**config.mk**
```make
export PLATFORM = sky130hd
export DESIGN_NAME = alu_sequencer_flat
export DESIGN_NICKNAME = d
export VERILOG_FILES = /design/src/rtl/alu_sequencer_if.sv /design/src/rtl/alu_sequencer.sv /design/src/flat_wrapper.sv
export SDC_FILE = /design/constraint.sdc
export NUM_CORES = 1
export LEC_CHECK = 0
export CAP_MARGIN = 40
export CORE_MARGIN = 4
export CORE_UTILIZATION = 37
export DETAILED_ROUTE_END_ITERATION = 8
export PLACE_DENSITY = 0.86
export SETUP_SLACK_MARGIN = 0.3
export SYNTH_ARGS = -nofsm -noshare
export SYNTH_HDL_FRONTEND = slang
export SYNTH_SLANG_ARGS = --single-unit
```
**constraint.sdc**
```tcl
create_clock -name clock -period 4.4 [get_ports clock]
set_clock_uncertainty 0.1 [all_clocks]
set_input_delay 0.88 -clock clock [delete_from_list [all_inputs] [get_ports clock]]
set_output_delay 0.88 -clock clock [all_outputs]
set_load 0.03 [all_outputs]
```
**src/rtl/alu_sequencer_if.sv**
```systemverilog
// Control bundle between the alu_sequencer and the shared-bus datapath.
// The step input exists only when SEQ_STEP_EN is defined.
interface alu_sequencer_if #(
    parameter int CNT_W = 16
);
`ifdef SEQ_STEP_EN
    logic             step;
`endif
    logic             start;
    logic             mem_ready;
    logic [31:0]      IR;
    logic [15:0]      Rin;
    logic [15:0]      Rout;
    logic             PCin;
    logic             PCout;
    logic             MARin;
    logic             MDRin;
    logic             MDRout;
    logic             IRin;
    logic             Yin;
    logic             Zlowin;
    logic             Zlowout;
    logic             IncPC;
    logic             Read;
    logic             Cout;
    logic [3:0]       ALUop;
    logic [31:0]      Imm;
    logic             running;
    logic             halted;
    logic             illegal;
    logic [CNT_W-1:0] retired;

    modport master (
`ifdef SEQ_STEP_EN
        input  step,
`endif
        input  start, mem_ready, IR,
        output Rin, Rout, PCin, PCout, MARin, MDRin, MDRout,
        output IRin, Yin, Zlowin, Zlowout, IncPC, Read, Cout,
        output ALUop, Imm, running, halted, illegal, retired
    );

    modport slave (
`ifdef SEQ_STEP_EN
        output step,
`endif
        output start, mem_ready, IR,
        input  Rin, Rout, PCin, PCout, MARin, MDRin, MDRout,
        input  IRin, Yin, Zlowin, Zlowout, IncPC, Read, Cout,
        input  ALUop, Imm, running, halted, illegal, retired
    );
endinterface

```
**src/rtl/alu_sequencer.sv**
```systemverilog
// Hardwired fetch/execute sequencer for register and immediate ALU ops.
// Optional single-step mode enabled by defining SEQ_STEP_EN.
module alu_sequencer #(
    parameter int CNT_W = 16
) (
    input logic             clock,
    input logic             clear,
    alu_sequencer_if.master bus
);

    typedef enum logic [2:0] {
        IDLE, T0, T1, T2, T3, T4, T5, HALT
    } state_t;

    state_t state, nxt;

    logic [4:0] op;
    logic [3:0] ra, rb, rc;
    logic       is_r, is_i, retire, set_ill;
    logic [3:0] alu_sel;
    state_t     after_ret;

    assign op = bus.IR[31:27];
    assign ra = bus.IR[26:23];
    assign rb = bus.IR[22:19];
    assign rc = bus.IR[18:15];

    assign bus.Imm = {{13{bus.IR[18]}}, bus.IR[18:0]};

    assign is_r = (op >= 5'd3) && (op <= 5'd11);
    assign is_i = (op >= 5'd12) && (op <= 5'd14);

    always_comb begin
        alu_sel = 4'd0;
        unique case (1'b1)
            is_r:         alu_sel = op[3:0];
            op == 5'd12:  alu_sel = 4'd3;
            op == 5'd13:  alu_sel = 4'd5;
            op == 5'd14:  alu_sel = 4'd6;
            default:      alu_sel = 4'd0;
        endcase
    end

`ifdef SEQ_STEP_EN
    assign after_ret = bus.step ? T0 : IDLE;
`else
    assign after_ret = T0;
`endif

    always_ff @(posedge clock or posedge clear) begin
        if (clear) begin
            state       <= IDLE;
            bus.retired <= '0;
            bus.illegal <= 1'b0;
        end else begin
            state <= nxt;
            if (retire)
                bus.retired <= bus.retired + CNT_W'(1);
            if (set_ill)
                bus.illegal <= 1'b1;
        end
    end

    always_comb begin
        nxt         = state;
        retire      = 1'b0;
        set_ill     = 1'b0;
        bus.Rin     = '0;
        bus.Rout    = '0;
        bus.PCin    = 1'b0;
        bus.PCout   = 1'b0;
        bus.MARin   = 1'b0;
        bus.MDRin   = 1'b0;
        bus.MDRout  = 1'b0;
        bus.IRin    = 1'b0;
        bus.Yin     = 1'b0;
        bus.Zlowin  = 1'b0;
        bus.Zlowout = 1'b0;
        bus.IncPC   = 1'b0;
        bus.Read    = 1'b0;
        bus.Cout    = 1'b0;
        bus.ALUop   = '0;
        unique case (state)
            IDLE, HALT: begin
                if (bus.start)
                    nxt = T0;
            end
            T0: begin
                bus.PCout  = 1'b1;
                bus.MARin  = 1'b1;
                bus.IncPC  = 1'b1;
                bus.Zlowin = 1'b1;
                nxt        = T1;
            end
            T1: begin
                bus.Zlowout = 1'b1;
                bus.PCin    = 1'b1;
                bus.Read    = 1'b1;
                bus.MDRin   = 1'b1;
                if (bus.mem_ready)
                    nxt = T2;
            end
            T2: begin
                bus.MDRout = 1'b1;
                bus.IRin   = 1'b1;
                nxt        = T3;
            end
            // Decode happens here since IR only settles after the T2 edge
            T3: begin
                if (is_r || is_i) begin
                    bus.Rout = 16'(1) << rb;
                    bus.Yin  = 1'b1;
                    nxt      = T4;
                end else if (op == 5'd27) begin
                    nxt = HALT;
                end else begin
                    retire  = 1'b1;
                    set_ill = (op != 5'd26);
                    nxt     = after_ret;
                end
            end
            T4: begin
                bus.ALUop  = alu_sel;
                bus.Zlowin = 1'b1;
                if (is_r)
                    bus.Rout = 16'(1) << rc;
                else
                    bus.Cout = 1'b1;
                nxt = T5;
            end
            T5: begin
                bus.Zlowout = 1'b1;
                bus.Rin     = 16'(1) << ra;
                retire      = 1'b1;
                nxt         = after_ret;
            end
            default: nxt = IDLE;
        endcase
    end

    assign bus.running = (state != IDLE) && (state != HALT);
    assign bus.halted  = (state == HALT);

endmodule

```
**src/flat_wrapper.sv**
```systemverilog
// flat-port wrapper written by rule: the top's interface ports become plain ports
module alu_sequencer_flat 
#(
    parameter int CNT_W = 16
)
  (clock, clear, bus_start, bus_mem_ready, bus_IR, bus_Rin, bus_Rout, bus_PCin, bus_PCout, bus_MARin, bus_MDRin, bus_MDRout, bus_IRin, bus_Yin, bus_Zlowin, bus_Zlowout, bus_IncPC, bus_Read, bus_Cout, bus_ALUop, bus_Imm, bus_running, bus_halted, bus_illegal, bus_retired);
  alu_sequencer_if #(.CNT_W(CNT_W)) bus_i ();
  input logic clock;
  input logic clear;
  input wire logic [$bits(bus_i.start)-1:0] bus_start;
  input wire logic [$bits(bus_i.mem_ready)-1:0] bus_mem_ready;
  input wire logic [$bits(bus_i.IR)-1:0] bus_IR;
  output wire logic [$bits(bus_i.Rin)-1:0] bus_Rin;
  output wire logic [$bits(bus_i.Rout)-1:0] bus_Rout;
  output wire logic [$bits(bus_i.PCin)-1:0] bus_PCin;
  output wire logic [$bits(bus_i.PCout)-1:0] bus_PCout;
  output wire logic [$bits(bus_i.MARin)-1:0] bus_MARin;
  output wire logic [$bits(bus_i.MDRin)-1:0] bus_MDRin;
  output wire logic [$bits(bus_i.MDRout)-1:0] bus_MDRout;
  output wire logic [$bits(bus_i.IRin)-1:0] bus_IRin;
  output wire logic [$bits(bus_i.Yin)-1:0] bus_Yin;
  output wire logic [$bits(bus_i.Zlowin)-1:0] bus_Zlowin;
  output wire logic [$bits(bus_i.Zlowout)-1:0] bus_Zlowout;
  output wire logic [$bits(bus_i.IncPC)-1:0] bus_IncPC;
  output wire logic [$bits(bus_i.Read)-1:0] bus_Read;
  output wire logic [$bits(bus_i.Cout)-1:0] bus_Cout;
  output wire logic [$bits(bus_i.ALUop)-1:0] bus_ALUop;
  output wire logic [$bits(bus_i.Imm)-1:0] bus_Imm;
  output wire logic [$bits(bus_i.running)-1:0] bus_running;
  output wire logic [$bits(bus_i.halted)-1:0] bus_halted;
  output wire logic [$bits(bus_i.illegal)-1:0] bus_illegal;
  output wire logic [$bits(bus_i.retired)-1:0] bus_retired;
  assign bus_i.start = bus_start;
  assign bus_i.mem_ready = bus_mem_ready;
  assign bus_i.IR = bus_IR;
  assign bus_Rin = bus_i.Rin;
  assign bus_Rout = bus_i.Rout;
  assign bus_PCin = bus_i.PCin;
  assign bus_PCout = bus_i.PCout;
  assign bus_MARin = bus_i.MARin;
  assign bus_MDRin = bus_i.MDRin;
  assign bus_MDRout = bus_i.MDRout;
  assign bus_IRin = bus_i.IRin;
  assign bus_Yin = bus_i.Yin;
  assign bus_Zlowin = bus_i.Zlowin;
  assign bus_Zlowout = bus_i.Zlowout;
  assign bus_IncPC = bus_i.IncPC;
  assign bus_Read = bus_i.Read;
  assign bus_Cout = bus_i.Cout;
  assign bus_ALUop = bus_i.ALUop;
  assign bus_Imm = bus_i.Imm;
  assign bus_running = bus_i.running;
  assign bus_halted = bus_i.halted;
  assign bus_illegal = bus_i.illegal;
  assign bus_retired = bus_i.retired;
  alu_sequencer #(.CNT_W(CNT_W)) u_core (.clock(clock), .clear(clear), .bus(bus_i));
endmodule
```
# Word-level counts from Yosys, hierarchy flattened
# Index checks and enable logic that the tools add are counted.
dict set report op_classes {
  n_addsub 1
  order_cmp 4
  eq_ne 15
  shift 3
  n_mux 26
  reduce_logical 10
}
# operator n
set ops {}
lappend ops {{$mux W16} 3}
lappend ops {{$shl A1 B4 Y16 const A} 3}
lappend ops {{$pmux W16 S2} 1}
lappend ops {{$pmux W3 S7} 1}
lappend ops {{$add A16 B1 Y16 const B} 1}
lappend ops {{$pmux W4 S4} 1}
lappend ops {{$eq A5 B4 Y1 const B} 3}
lappend ops {{$mux W1} 14}
lappend ops {{$eq A3 B3 Y1 const B} 4}
lappend ops {{$mux W3} 4}
lappend ops {{$le A5 B4 Y1 const B} 2}
lappend ops {{$eq A3 B2 Y1 const B} 2}
lappend ops {{$reduce_or A2 Y1} 3}
lappend ops {{$eq A5 B5 Y1 const B} 1}
lappend ops {{$ge A5 B2 Y1 const B} 1}
lappend ops {{$ge A5 B4 Y1 const B} 1}
lappend ops {{$ne A5 B5 Y1 const B} 1}
lappend ops {{$mux W4} 1}
lappend ops {{$ne A2 B2 Y1 const B} 2}
lappend ops {{$eq A3 B1 Y1 const B} 1}
lappend ops {{$logic_and A1 B1 Y1} 3}
lappend ops {{$logic_not A3 Y1} 1}
lappend ops {{$ne A3 B3 Y1 const B} 1}
lappend ops {{$reduce_bool A3 Y1} 1}
lappend ops {{3 further kinds} 3}
dict set report word_totals {
  regBits 20
  inputBits 36
  out_inout_bits 99
  elab_cells 62
}

# Depth between registers and ports, before layout
dict set report depth {
  depth_word 5
  ltp_mapped 6
  mapped_depth_nobuf 5
}

# Worst setup path after synthesis
# OpenSTA, ideal clock, no wires.
dict set report synth_timing {
  path_kind {input to output}
  start {input port bus_IR[28]}
  end {output port bus_Rout[12]}
  t_arrival_ns 2.871
  required_time_ns 3.420
  slack_ns 0.549
  path_stages 5
  n_path_buf 1
  path_cell_list {buf_2 > and4_1 > nor4b_2 > nand3b_1 > o22ai_1}
}
dict set report synth_via {
  elab_chain_cells 5
  word_cells_on_any_way 10
  cone_classes {4 x order compare; 3 x mux; 3 x reduce/logical}
}
# element line
set synth_lines {}
lappend synth_lines {{from (decl)} flat_wrapper.sv:12} ;# input wire logic [$bits(bus_i.IR)-1:0] bus_IR;
lappend synth_lines {{$ge A5 B2 Y1, or another cell as far along} alu_sequencer.sv:30} ;# assign is_r = (op >= 5'd3) && (op <= 5'd11);
lappend synth_lines {{$logic_and A1 B1 Y1, on equally long branches} {alu_sequencer.sv:30, alu_sequencer.sv:31}}
lappend synth_lines {{$logic_or A1 B1 Y1} alu_sequencer.sv:110} ;# if (is_r || is_i) begin
lappend synth_lines {{$mux W16} alu_sequencer.sv:110}
lappend synth_lines {{$pmux W16 S2 (*)} alu_sequencer.sv:83} ;# unique case (state)
lappend synth_lines {{to (decl)} flat_wrapper.sv:14} ;# output wire logic [$bits(bus_i.Rout)-1:0] bus_Rout;
# Every way passes the cells marked *; elsewhere a longest branch is shown, timed or not.

# Worst setup path after layout
dict set report layout_timing {
  start {input port bus_IR[28]}
  end {output port bus_Rout[4]}
}
# Same word-level chain as after synthesis.

==> impl_metrics.ini <==
[yosys]
synth-edff-count = 0
synth_largest_type_area_fraction_pct = 27.3
ys_async_sr_fraction_pct = 100
synth_area_per_cell_um2 = 8.32
yosys.cell_types.count = 42
syn_inst = 220
postSynthRegisterBits = 20
synth_top_area_cells = sky130_fd_sc_hd__dfrtp_1 (27%), sky130_fd_sc_hd__buf_4 (16%), sky130_fd_sc_hd__xor2_1 (6.7%), sky130_fd_sc_hd__o22ai_1 (5.5%), sky130_fd_sc_hd__nor2_1 (4.5%)
yosysTopAreaCell = sky130_fd_sc_hd__dfrtp_1
yosysWarningCount = 0
synth_seq_area_share_pct = 27.3
syn-num-nets = 257
synthFlopType = sky130_fd_sc_hd__dfrtp_1
netlist_area_um2 = 1830

[timing]
final_period_minus_worst_setup_slack_ns = 3.94
max_slew_margin_pct = 49.7
worst-slew-pin-transition_ns = 0.754
fmax_mhz = 254
report.final.slew_viol_count = 0
setup_repair_after_global_routing_missed_its_margin = no
final_setup_violations = 0
fin_crit_sh_pct = 89.5
fin_tns_setup_ns = 0
finalHoldViolCount = 0

[global_route]
grt.overflow.total = 0
antenna_violations_before_repair = 0
maximum_number_of_pins_on_one_net_before_global_route_repair = 21
grt_pass1_wl_um = 8240
number_of_global_route_vias_before_repair = 1808
global_route_usage_over_all_layers_pct = 16.2

[floorplan]
placeableCoreArea_um2 = 4750
initial_standard_cell_utilization_of_the_core_pct = 38.5
die_area_um2 = 6140
die_h_um = 78.3
fp-row-count = 25
floorplan.io_pins = 135
die_width_um = 78.3

[clocking]
htreeDepth = 1
ctsRootBufferMaster = sky130_fd_sc_hd__clkbuf_8
holdBufCountCts = 0
tritoncts.num_buffers = 3
tritoncts_clock_tree = yes
clk-insertion-delay-late_ns = 0.26
worst_setup_hold_path_clk_slew_ns = 0.07
max-clock-path-buffers = 2
clkSinkCount = 20

[worst_hold_path]
hold_path_class = reg2reg

[critical_path]
cp.arrival_ns = 2.96
critPathTopFamily = buffers and inverters
critical_path.startpoint_type = primary input
path_class = in2out
cpPeakStageDelay_ns = 0.68
critical_path_buf_inv_count = 2
path_cells = clkdlybuf4s50_1 > a211oi_4 > nor3_2 > or3b_2 > o22ai_1 > buf_4
largest_fanout_on_the_critical_path = 9
setup.worst_path.end_class = primary output
worst_endpoint_required_time_ns = 3.42
timing.critical_path.slowest_stage_cell = sky130_fd_sc_hd__clkdlybuf4s50_1

[cells_and_area]
mostFrequentLayoutCells = sky130_fd_sc_hd__clkdlybuf4s50_1 (87), sky130_fd_sc_hd__nor2_1 (22), sky130_fd_sc_hd__dfrtp_1 (20)
flow.area_growth_from_synthesis_pct = 46.5
insertedDiodeCount = 0
post-route-util_pct = 56.4
layout_commonest_cell = sky130_fd_sc_hd__clkdlybuf4s50_1
final_layout_size_suffix_gt1_share_pct = 13.0
total_non_filler_cell_area_in_the_finished_layout_um2 = 2680
nNetsFinal = 323
final_cell_count_without_fillers = 352

[run_status]
outcome = finished clean

[placement]
routabilityCongestion = 0.822
post_dp_cell_area_um2 = 2620
io_buffer_count = 104
placed_cells = 348
final_hpwl_dp_um = 4040

[detailed_routing]
detail-route-antenna-nets = 0
drt_first_iter_violations = 64
dr_total_vias = 1781
post_drt_wl_per_cell_um = 14.2
drc = 0
detailedRoute.firstPassIterationCount = 4
finalWirelength_um = 4990
route.detailed.vias_per_inst = 5.06

[power_and_ir_drop]
cellPowerDensity_nw_per_um2 = 434
power.total_mw = 1.16
ir_worst_vdd_uv = 420
leakagePower_nw = 1.05

[run]
max_cap_viol_count = 0
[Yosys cell counts, drive strengths merged (2+ instances only)]
library cell / instances
nand3: 5
nor2: 22
nand2b: 10
nor3: 11
xnor2: 2
buf: 41
xor2: 14
nor3b: 4
o22ai: 16
clkbuf: 5
nor4b: 5
dfrtp: 20
nand3b: 6
a21oi: 2
nor2b: 3
or2: 3
nand2: 14
and3: 3
inv: 4
and4: 2
nand4: 4
nor4: 5
nand4b: 3
[stage by stage]
stage,setup WS [ns],hold slack (ns)
3_3_place_gp,0.411,0.359
2_1_floorplan,0.549,0.460
5_1_grt,0.340,0.394
4_1_cts,0.349,0.377
3_5_place_dp,0.346,0.362
6_report,0.463,0.375
[power by group]
group | switching (mW) | total [mW] | internal [mW]
sequential | 0.0948 | 0.332 | 0.237
clock | 0.0591 | 0.139 | 0.0796
combinational | 0.399 | 0.693 | 0.294
total | 0.553 | 1.16 | 0.610
[registers in the layout, summed over array words and instances, names as in the netlist]
register and count:
u_core.bus.illegal 1, u_core.bus.retired 16, u_core.state 3
[worst reg2reg max path: cells and delay by family, from the launching register on]
kind | cells | cell delay [ns]
xor+xnor | 1 | 0.17
flops | 1 | 0.56
simple gates | 3 | 1.37
[per-layer routing]
layer	part of all wire (%)	track usage (%)	up-vias	wire length [um]
met4	1.6	5.07	0	82
met2	49	27.7	87	2430
met3	9.2	5.50	15	460
met1	40	19.0	806	2010
li1	-	-	873	-
met5	0	0	-	0
[logic make-up (layout without fill, tap and decap cells)]
family / after synthesis / after routing / synth area share (%)
muxes: 2 / 2 / 1.16
xor gates and xnor gates: 16 / 16 / 7.66
and+or+nand+nor: 105 / 105 / 33.6
buffers and inverters: 50 / 115 / 18.2
DFF: 20 / 20 / 27.3
adders and majority gates: 1 / 1 / 0.683
AOI/OAI and AO/OA: 26 / 26 / 11.3
[repair_timing]
item / CTS / global route
buffers inserted: 0 / 0
setup endpoints to repair: 0 / 4
gates resized for setup: 0 / 2
[final cells by class]
class,count,area [um^2]
fillers,436,2070
repair buffers,107,1030
multi-input cells,150,1000
flip-flops and latches,20,500
well taps,67,83.8
clock buffers,4,55.1
inverters,4,15.0
[path summary, 6_finish.rpt]
path                                    start                endpoint  slack (ns)  depth (start not counted)
max                                bus_IR[28]             bus_Rout[4]        0.46                          6
min                        u_core.bus.illegal      u_core.bus.illegal        0.38                          1
max reg2reg                   u_core.state[2]  u_core.bus.retired[15]        2.13                          4
min reg2reg                u_core.bus.illegal      u_core.bus.illegal        0.38                          1
max in group asynchronous               clear      u_core.bus.illegal        2.77                          2
min in group asynchronous               clear  u_core.bus.retired[12]        0.95                          2
Note: power is estimated with default switching activity, not from simulation.
